==> src/rtl/uart_receiver.sv <==
// Purpose : 8N1 UART receiver (8E1 when UART_RX_PARITY_EN is defined) with 16x oversampling.
// Latency : byte presented ~9.56 bit times after the start edge (10.56 with parity).
// Backpr. : held valid/ack; a byte finishing while valid=1 and no ack is dropped and sets overrun.
//
// Ports:
//   clk        system clock, rising edge
//   rst        asynchronous active-low reset
//   rxd        raw serial line, idle high, asynchronous to clk
//   data       last accepted byte, LSB = first data bit on the line
//   valid      data holds an unacknowledged byte
//   ack        consumer strobe, clears valid/overrun when valid=1
//   frame_err  one-cycle pulse on bad stop bit (or bad even parity)
//   overrun    sticky: a byte completed while valid=1
//   busy       FSM not in IDLE
// Optional feature macro: UART_RX_PARITY_EN (adds an even-parity bit between data and stop).
module uart_receiver #(
    parameter int CLK_HZ = 50000000,
    parameter int BAUD   = 9600
) (
    input  logic       clk,
    input  logic       rst,
    input  logic       rxd,
    output logic [7:0] data,
    output logic       valid,
    input  logic       ack,
    output logic       frame_err,
    output logic       overrun,
    output logic       busy
);

    localparam int DIV = CLK_HZ / (BAUD * 16);
    localparam int DW  = (DIV > 1) ? $clog2(DIV) : 1;
    localparam logic [DW-1:0] DIV_LAST = DW'(DIV - 1);

`ifdef UART_RX_PARITY_EN
    typedef enum logic [2:0] {S_IDLE, S_START, S_DATA, S_PARITY, S_STOP, S_BREAK} state_t;
`else
    typedef enum logic [2:0] {S_IDLE, S_START, S_DATA, S_STOP, S_BREAK} state_t;
`endif

    state_t          state;
    state_t          state_n;
    logic            sync1;
    logic            rxs;
    logic [DW-1:0]   div_cnt;
    logic [3:0]      sc;
    logic            v7;
    logic            v8;
    logic [2:0]      bit_idx;
    logic [7:0]      shreg;

    logic            tick;
    logic            vote;
    logic            at9;
    logic            at15;
    logic            start_det;
    logic            shift_en;
    logic            idx_clr;
    logic            accept;
    logic            fe_n;
`ifdef UART_RX_PARITY_EN
    logic            par_bad;
    logic            par_fail;
`endif

    assign tick = (div_cnt == DIV_LAST);
    // Majority of the samples at sc=7 and 8 plus the live sample at sc=9.
    assign vote = (v7 & v8) | (v7 & rxs) | (v8 & rxs);
    assign at9  = tick && (sc == 4'd9);
    assign at15 = tick && (sc == 4'd15);
    assign busy = (state != S_IDLE);

    always_comb begin
        state_n   = state;
        start_det = 1'b0;
        shift_en  = 1'b0;
        idx_clr   = 1'b0;
        accept    = 1'b0;
        fe_n      = 1'b0;
`ifdef UART_RX_PARITY_EN
        par_fail  = 1'b0;
`endif
        case (state)
            S_IDLE: begin
                if (!rxs) begin
                    start_det = 1'b1;
                    state_n   = S_START;
                end
            end
            S_START: begin
                if (at9 && vote) begin
                    state_n = S_IDLE;           // glitch, not a real start bit
                end else if (at15) begin
                    idx_clr = 1'b1;
                    state_n = S_DATA;
                end
            end
            S_DATA: begin
                if (at9) begin
                    shift_en = 1'b1;
                end
                if (at15 && (bit_idx == 3'd7)) begin
`ifdef UART_RX_PARITY_EN
                    state_n = S_PARITY;
`else
                    state_n = S_STOP;
`endif
                end
            end
`ifdef UART_RX_PARITY_EN
            S_PARITY: begin
                if (at9 && (vote != ^shreg)) begin
                    par_fail = 1'b1;
                    fe_n     = 1'b1;
                end
                if (at15) begin
                    state_n = S_STOP;
                end
            end
`endif
            S_STOP: begin
                // Decided mid-bit so a back-to-back start edge is not missed.
                if (at9) begin
                    if (vote) begin
`ifdef UART_RX_PARITY_EN
                        accept = !par_bad;
`else
                        accept = 1'b1;
`endif
                        state_n = S_IDLE;
                    end else begin
                        fe_n    = 1'b1;
                        state_n = S_BREAK;
                    end
                end
            end
            S_BREAK: begin
                // Wait for the line to return high so a held-low line is not re-read as starts.
                if (rxs) begin
                    state_n = S_IDLE;
                end
            end
            default: state_n = S_IDLE;
        endcase
    end

    always_ff @(posedge clk or negedge rst) begin
        if (!rst) begin
            state     <= S_IDLE;
            sync1     <= 1'b1;
            rxs       <= 1'b1;
            div_cnt   <= '0;
            sc        <= 4'd0;
            v7        <= 1'b1;
            v8        <= 1'b1;
            bit_idx   <= 3'd0;
            shreg     <= 8'h00;
            data      <= 8'h00;
            valid     <= 1'b0;
            overrun   <= 1'b0;
            frame_err <= 1'b0;
        end else begin
            state     <= state_n;
            sync1     <= rxd;
            rxs       <= sync1;
            frame_err <= fe_n;

            // Divider free-runs but is realigned to the start edge.
            if (start_det || tick) begin
                div_cnt <= '0;
            end else begin
                div_cnt <= div_cnt + 1'b1;
            end

            if (start_det) begin
                sc <= 4'd0;
            end else if (tick) begin
                sc <= sc + 4'd1;
            end

            if (tick && (sc == 4'd7)) begin
                v7 <= rxs;
            end
            if (tick && (sc == 4'd8)) begin
                v8 <= rxs;
            end

            if (shift_en) begin
                shreg <= {vote, shreg[7:1]};
            end

            if (idx_clr) begin
                bit_idx <= 3'd0;
            end else if ((state == S_DATA) && at15) begin
                bit_idx <= bit_idx + 3'd1;
            end

            if (accept) begin
                if (!valid) begin
                    data  <= shreg;
                    valid <= 1'b1;
                end else if (ack) begin
                    data    <= shreg;
                    overrun <= 1'b0;
                end else begin
                    overrun <= 1'b1;
                end
            end else if (valid && ack) begin
                valid   <= 1'b0;
                overrun <= 1'b0;
            end
        end
    end

`ifdef UART_RX_PARITY_EN
    always_ff @(posedge clk or negedge rst) begin
        if (!rst) begin
            par_bad <= 1'b0;
        end else if (start_det) begin
            par_bad <= 1'b0;
        end else if (par_fail) begin
            par_bad <= 1'b1;
        end
    end
`endif

endmodule
==> config.mk <==
export PLATFORM = sky130hd
export DESIGN_NAME = uart_receiver
export DESIGN_NICKNAME = d
export VERILOG_FILES = /design/src/rtl/uart_receiver.sv
export SDC_FILE = /design/constraint.sdc
export NUM_CORES = 1
export LEC_CHECK = 0
export BUFFER_PORTS_ARGS = -buffer_cell sky130_fd_sc_hd__buf_2
export CORE_MARGIN = 5
export CORE_UTILIZATION = 40
export CTS_CLUSTER_SIZE = 40
export DETAILED_ROUTE_END_ITERATION = 10
export PLACE_DENSITY = 0.57
export RECOVER_POWER = 25
export SYNTH_ARGS = -nofsm -noshare
export SYNTH_HDL_FRONTEND = slang
export SYNTH_SLANG_ARGS = --single-unit
==> constraint.sdc <==
create_clock -name clk -period 2 [get_ports clk]
set_clock_uncertainty 0.2 [all_clocks]
set_input_delay 0.2 -clock clk [delete_from_list [all_inputs] [get_ports clk]]
set_output_delay 0.2 -clock clk [all_outputs]
set_load 0.01 [all_outputs]
After elaboration in Yosys (flattened, before gate mapping)
Index checks and enable logic that the tools add are counted.
- $mul: 0
- reductions and logical operators: 17
- $add $sub $neg: 3
- divide/modulo/power cells: 0
- muxes and demuxes: 33
- eq/ne operators: 17
- shift operators: 0
- order comparisons: 0
- bitwise gates (word level): 5
- operator list (kind ; number):
    3-bit 2-to-1 mux ; 9
    1-bit 2-to-1 mux ; 18
    8-bit 2-to-1 mux ; 2
    3-bit one-hot mux with 5 select lines ; 1
    4-bit == test (second input constant) ; 3
    2-bit != test (second input constant) ; 5
    9-bit by 1-bit adder with 9-bit output (second input constant) ; 1
    9-bit == test (second input constant) ; 1
    9-bit 2-to-1 mux ; 1
    1-bit logical AND ; 8
    4-bit 2-to-1 mux ; 2
    3-bit by 2-bit == test with 1-bit output (second input constant) ; 2
    3-bit == test (second input constant) ; 2
    2-bit nonzero test ; 3
    5-bit AND reduction ; 1
    4-bit by 1-bit adder with 4-bit output (second input constant) ; 1
    4-bit by 3-bit == test with 1-bit output (second input constant) ; 1
    2-bit AND reduction ; 2
    3-bit by 1-bit adder with 3-bit output (second input constant) ; 1
    1-bit bitwise AND ; 3
    3-bit by 1-bit == test with 1-bit output (second input constant) ; 1
    3-bit logical NOT ; 1
    3-bit != test (second input constant) ; 1
    3-bit nonzero test ; 1
    3 further kinds ; 4
- bits in registers: 42
- memories kept: 0
- bits in latches: 0
- RAM bits: 0
- output and inout bits: 12
- memory bits (read-only): 0
- input port bits: 4
- word-level logic and storage cells: 88

Depth between registers and ports, before layout
- depth after elaboration: 8
- mapped depth: 7
- depth with buffers taken out: 6

Worst setup path after synthesis
OpenSTA, ideal clock, no wires.
- path kind: register -> register
- from: register div_cnt[0]
- to: register shreg[0]
- setup time: 125 ps
- path buffers: 1
- arrival time: 1861 ps
- stages on the path, launching flop included: 8
- period minus slack after synthesis: 2186 ps
- data required time: 1675 ps
- setup slack: -186 ps
- path through: dfrtp_1 -> inv_1 -> ha_1 -> and4bb_4 -> nand3_4 -> or4_4 -> buf_6 -> mux2_4
- word-level cells in the longest chain between the ends: 4
- RTL lines (item ; RTL line ; text):
    from (decl) ; 45 ; logic [DW-1:0] div_cnt;
    from (signal assigned) ; 172 ; div_cnt <= div_cnt + 1'b1;
    9-bit == test ; 66 ; assign tick = (div_cnt == DIV_LAST);
    1-bit logical AND ; 69 ; assign at9 = tick && (sc == 4'd9);
    1-bit 2-to-1 mux ; 99 ; if (at9) begin
    1-bit 2-to-1 mux ; 83 ; case (state)
    to (signal assigned) ; 189 ; shreg <= {vote, shreg[7:1]};
    to (decl) ; 50 ; logic [7:0] shreg;
Every way passes these cells.
A chain may end at the register's enable or synchronous reset.

Final worst setup path
- from: register div_cnt[0]
- to: register shreg[6]
The elaborated chain is that of the path after synthesis.

==> flow_metrics.env <==
export IMPL_status="finished, violations left"
export IMPL_violations="negative setup slack"
export IMPL_synthesis_nets=178
export IMPL_setup_slack_ns=-0.131
export IMPL_track_usage_pct=13.6
export IMPL_period_share_pct=107
export IMPL_seqPwrFrac_pct=58.7
export IMPL_gp_congestion=0.836
export IMPL_grt_pass1_wl_um=6910
export IMPL_yosysWarningCount=0
export IMPL_slew_viol_final=0
export IMPL_finalSetupTns_ns=-1.79
export IMPL_arrival_ns=2.12
export IMPL_dr_pass1_iters=4
export IMPL_rsz0062_at_grt="true"
export IMPL_yosys_top_cells_count="38 x dfrtp_1, 18 x nor2_1, 10 x mux2_2"
export IMPL_ys_types=45
export IMPL_yosysSeqAreaShare_pct=52.0
export IMPL_clk_pin_slew_worst_paths_ns=0.08
export IMPL_worstMarginPinSlew_ns=1.01
export IMPL_postRouteAntennaNets=0
export IMPL_maxSlewHeadroom_pct=32.5
export IMPL_grt_max_degree=43
export IMPL_clockBufferDepth=2
export IMPL_pwr_share_comb_pct=2.0
export IMPL_cts_buffers_inserted=5
export IMPL_maxCapViolCount=0
export IMPL_area_delta_synth_final_pct=30.2
export IMPL_rows=26
export IMPL_die_w_um=81.3
export IMPL_layoutNonFillerInstCount=292
export IMPL_max_stage_delay_ns=0.53
export IMPL_hold_class="flop to flop"
export IMPL_cp_slowest_cell="or4_4"
export IMPL_cp_required_ns=1.99
export IMPL_initial_core_util_pct=40.6
export IMPL_leakagePower_nw=1.28
export IMPL_die_area_um2=6610
export IMPL_port_buffers=15
export IMPL_whs_path_depth=0
export IMPL_p_int_mw=1.14
export IMPL_root_buffer="clkbuf_8"
export IMPL_h_tree_depth=2
export IMPL_nets=232
export IMPL_yosysMostFrequentCell="dfrtp_1"
export IMPL_ys_seq_elements=42
export IMPL_drtIter0Drc=113
export IMPL_ir_drop_v=0.000214
export IMPL_dpl_cell_area_um2=2460
export IMPL_drc=0
export IMPL_setup_violations=20
export IMPL_reg2reg_from="div_cnt[0]"
export IMPL_routed_via_count=1505
export IMPL_synthCells=167
export IMPL_rr_endpoint="shreg[6]"
export IMPL_synth_edf_count=0
export IMPL_synth_largest_area_cell="dfrtp_1"
export IMPL_wl_per_cell_um=14.3
export IMPL_syn_area_um2=2030
export IMPL_postLayoutCellArea_um2=2650
export IMPL_cts_sinks=42
export IMPL_crit_path_end_kind="flop"
export IMPL_first_global_vias=1546
export IMPL_fin_crit_ns=2.13
export IMPL_reg2reg_slack_ns=-0.13
export IMPL_synth_top_area_share_pct=46.8
export IMPL_crit_chain="inv_1, ha_1, and4bb_4, nand3_4, or4_4, mux2_4"
export IMPL_cp_max_fo=8
export IMPL_clkPwrFrac_pct=39.3
export IMPL_synth_area_leaders="dfrtp_1 47%, mux2_4 5.9%, mux2_2 5.5%"
export IMPL_crit_start="div_cnt[0]"
export IMPL_grt_overflow_total=0
export IMPL_antenna_found_initial=0
export IMPL_dp_hpwl_um=2960
export IMPL_synth_area_per_cell_um2=12.2
export IMPL_cts_tree="built"
export IMPL_power_density_nw_per_um2=549
export IMPL_r2r_cells=6
export IMPL_holdPathEnd="rxs"
export IMPL_p_sw_share_pct=21.7
export IMPL_cp_start_kind="flop"
export IMPL_io_pins=16
export IMPL_min_delay_start="sync1"
export IMPL_drive_gt1_share_pct=41.9
export IMPL_fmax_mhz=469
export IMPL_path_class="flop to flop"
export IMPL_antenna_cells=0
export IMPL_power_mw=1.45
export IMPL_dp_cells=277
export IMPL_fp_coreArea_um2=5010
export IMPL_finalHoldViolCount=0
export IMPL_dieHeight_um=81.3
export IMPL_wl_um=4170
export IMPL_synthArstFlopShare_pct=100
export IMPL_clk_latency_ns=0.29
export IMPL_p_sw_uw=315
export IMPL_vias_per_cell=5.15
export IMPL_synth_ff_type="dfrtp_1"
-- worst max-delay path: cells and delay by family (launching register included) --
family | cells | cell delay, ns
fa+ha+maj | 1 | 0.16
buf+inv | 1 | 0.06
flops | 1 | 0.38
mux | 1 | 0.33
simple gates | 3 | 0.88
-- kinds of logic (layout without fill, tap and decap cells) --
family | Yosys count | count (layout) | share of synthesized area, %
AND/OR/NAND/NOR | 61 | 61 | 18.5
flip-flops | 42 | 42 | 52.0
multiplexers | 18 | 18 | 11.5
AO/OA/AOI/OAI | 16 | 16 | 6.04
XOR/XNOR | 11 | 11 | 4.74
buffers and inverters | 11 | 66 | 2.52
adder cells (fa/ha/maj) | 8 | 8 | 4.80
-- placed cells by master, fill, tap and decap left out, types with 4 or more instances in the layout --
cell,instances
buf_2,15
buf_4,29
clkbuf_8,6
dfrtp_1,38
dfstp_2,4
ha_1,7
inv_1,7
mux2_4,16
nand2_1,4
nand3_1,8
nor2_1,18
xor2_1,8
-- power groups by stage --
stage | combinational (mW) | sequential (mW) | clock [mW]
finish | 0.0284 | 0.853 | 0.571
global route | 0.0339 | 0.853 | 0.621
CTS | 0.0335 | 0.853 | 0.590
detailed placement | 0.0291 | 0.870 | 0
global placement | 0.0284 | 0.870 | 0
floorplan | 0.000829 | 0.871 | 0
-- sequential cells by signal, indices dropped and copies added (netlist names) --
name / cells
div_cnt: 9
data: 8
shreg: 8
sc: 4
bit_idx: 3
state: 3
frame_err: 1
overrun: 1
rxs: 1
sync1: 1
v7: 1
v8: 1
valid: 1
-- how the worst max path moves through the flow --
stage | to | slack (ns) | cells after the start
after global placement | shreg[7] | -0.06 | 6
after floorplan | shreg[0] | -0.18 | 7
after global routing | shreg[7] | -0.18 | 6
final | shreg[6] | -0.13 | 6
after CTS | shreg[6] | -0.12 | 6
after detailed placement | shreg[7] | -0.10 | 6
-- layout make-up --
class	count	area (µm²)
fillers	443	2360
flip-flops and latches	42	1060
multi-input cells	114	1010
repair buffers	51	370
well taps	70	87.6
clock buffers	6	82.6
inverters	7	26.3
clock inverters	2	12.5
-- metal layers --
metal	vias to the layer above	share of wire [%]	global-route usage, %
met5	-	0	0
met4	0	2.0	6.93
met3	10	3.7	3.99
met2	35	50	23.1
met1	757	44	15.5
li1	703	-	-
-- per-stage QoR --
step / hold slack, ns / util (%) / setup WS, ns
after floorplan: -0.296 / - / -0.185
after global placement: -0.0111 / 49.0 / -0.0649
after detailed placement: -0.00968 / 49.0 / -0.104
after CTS: 0.161 / 51.9 / -0.118
after global routing: 0.167 / 52.8 / -0.182
final: 0.158 / 52.8 / -0.131
-- timing repair --
action	in CTS	in global routing
hold buffers	3	0
cloned	0	0
pin swaps	0	5
gates resized for setup	1	10
endpoints found under the setup margin	18	24
endpoints found under the hold margin	44	0
setup buffers	2	2
Note: power is estimated with default switching activity, not from simulation.
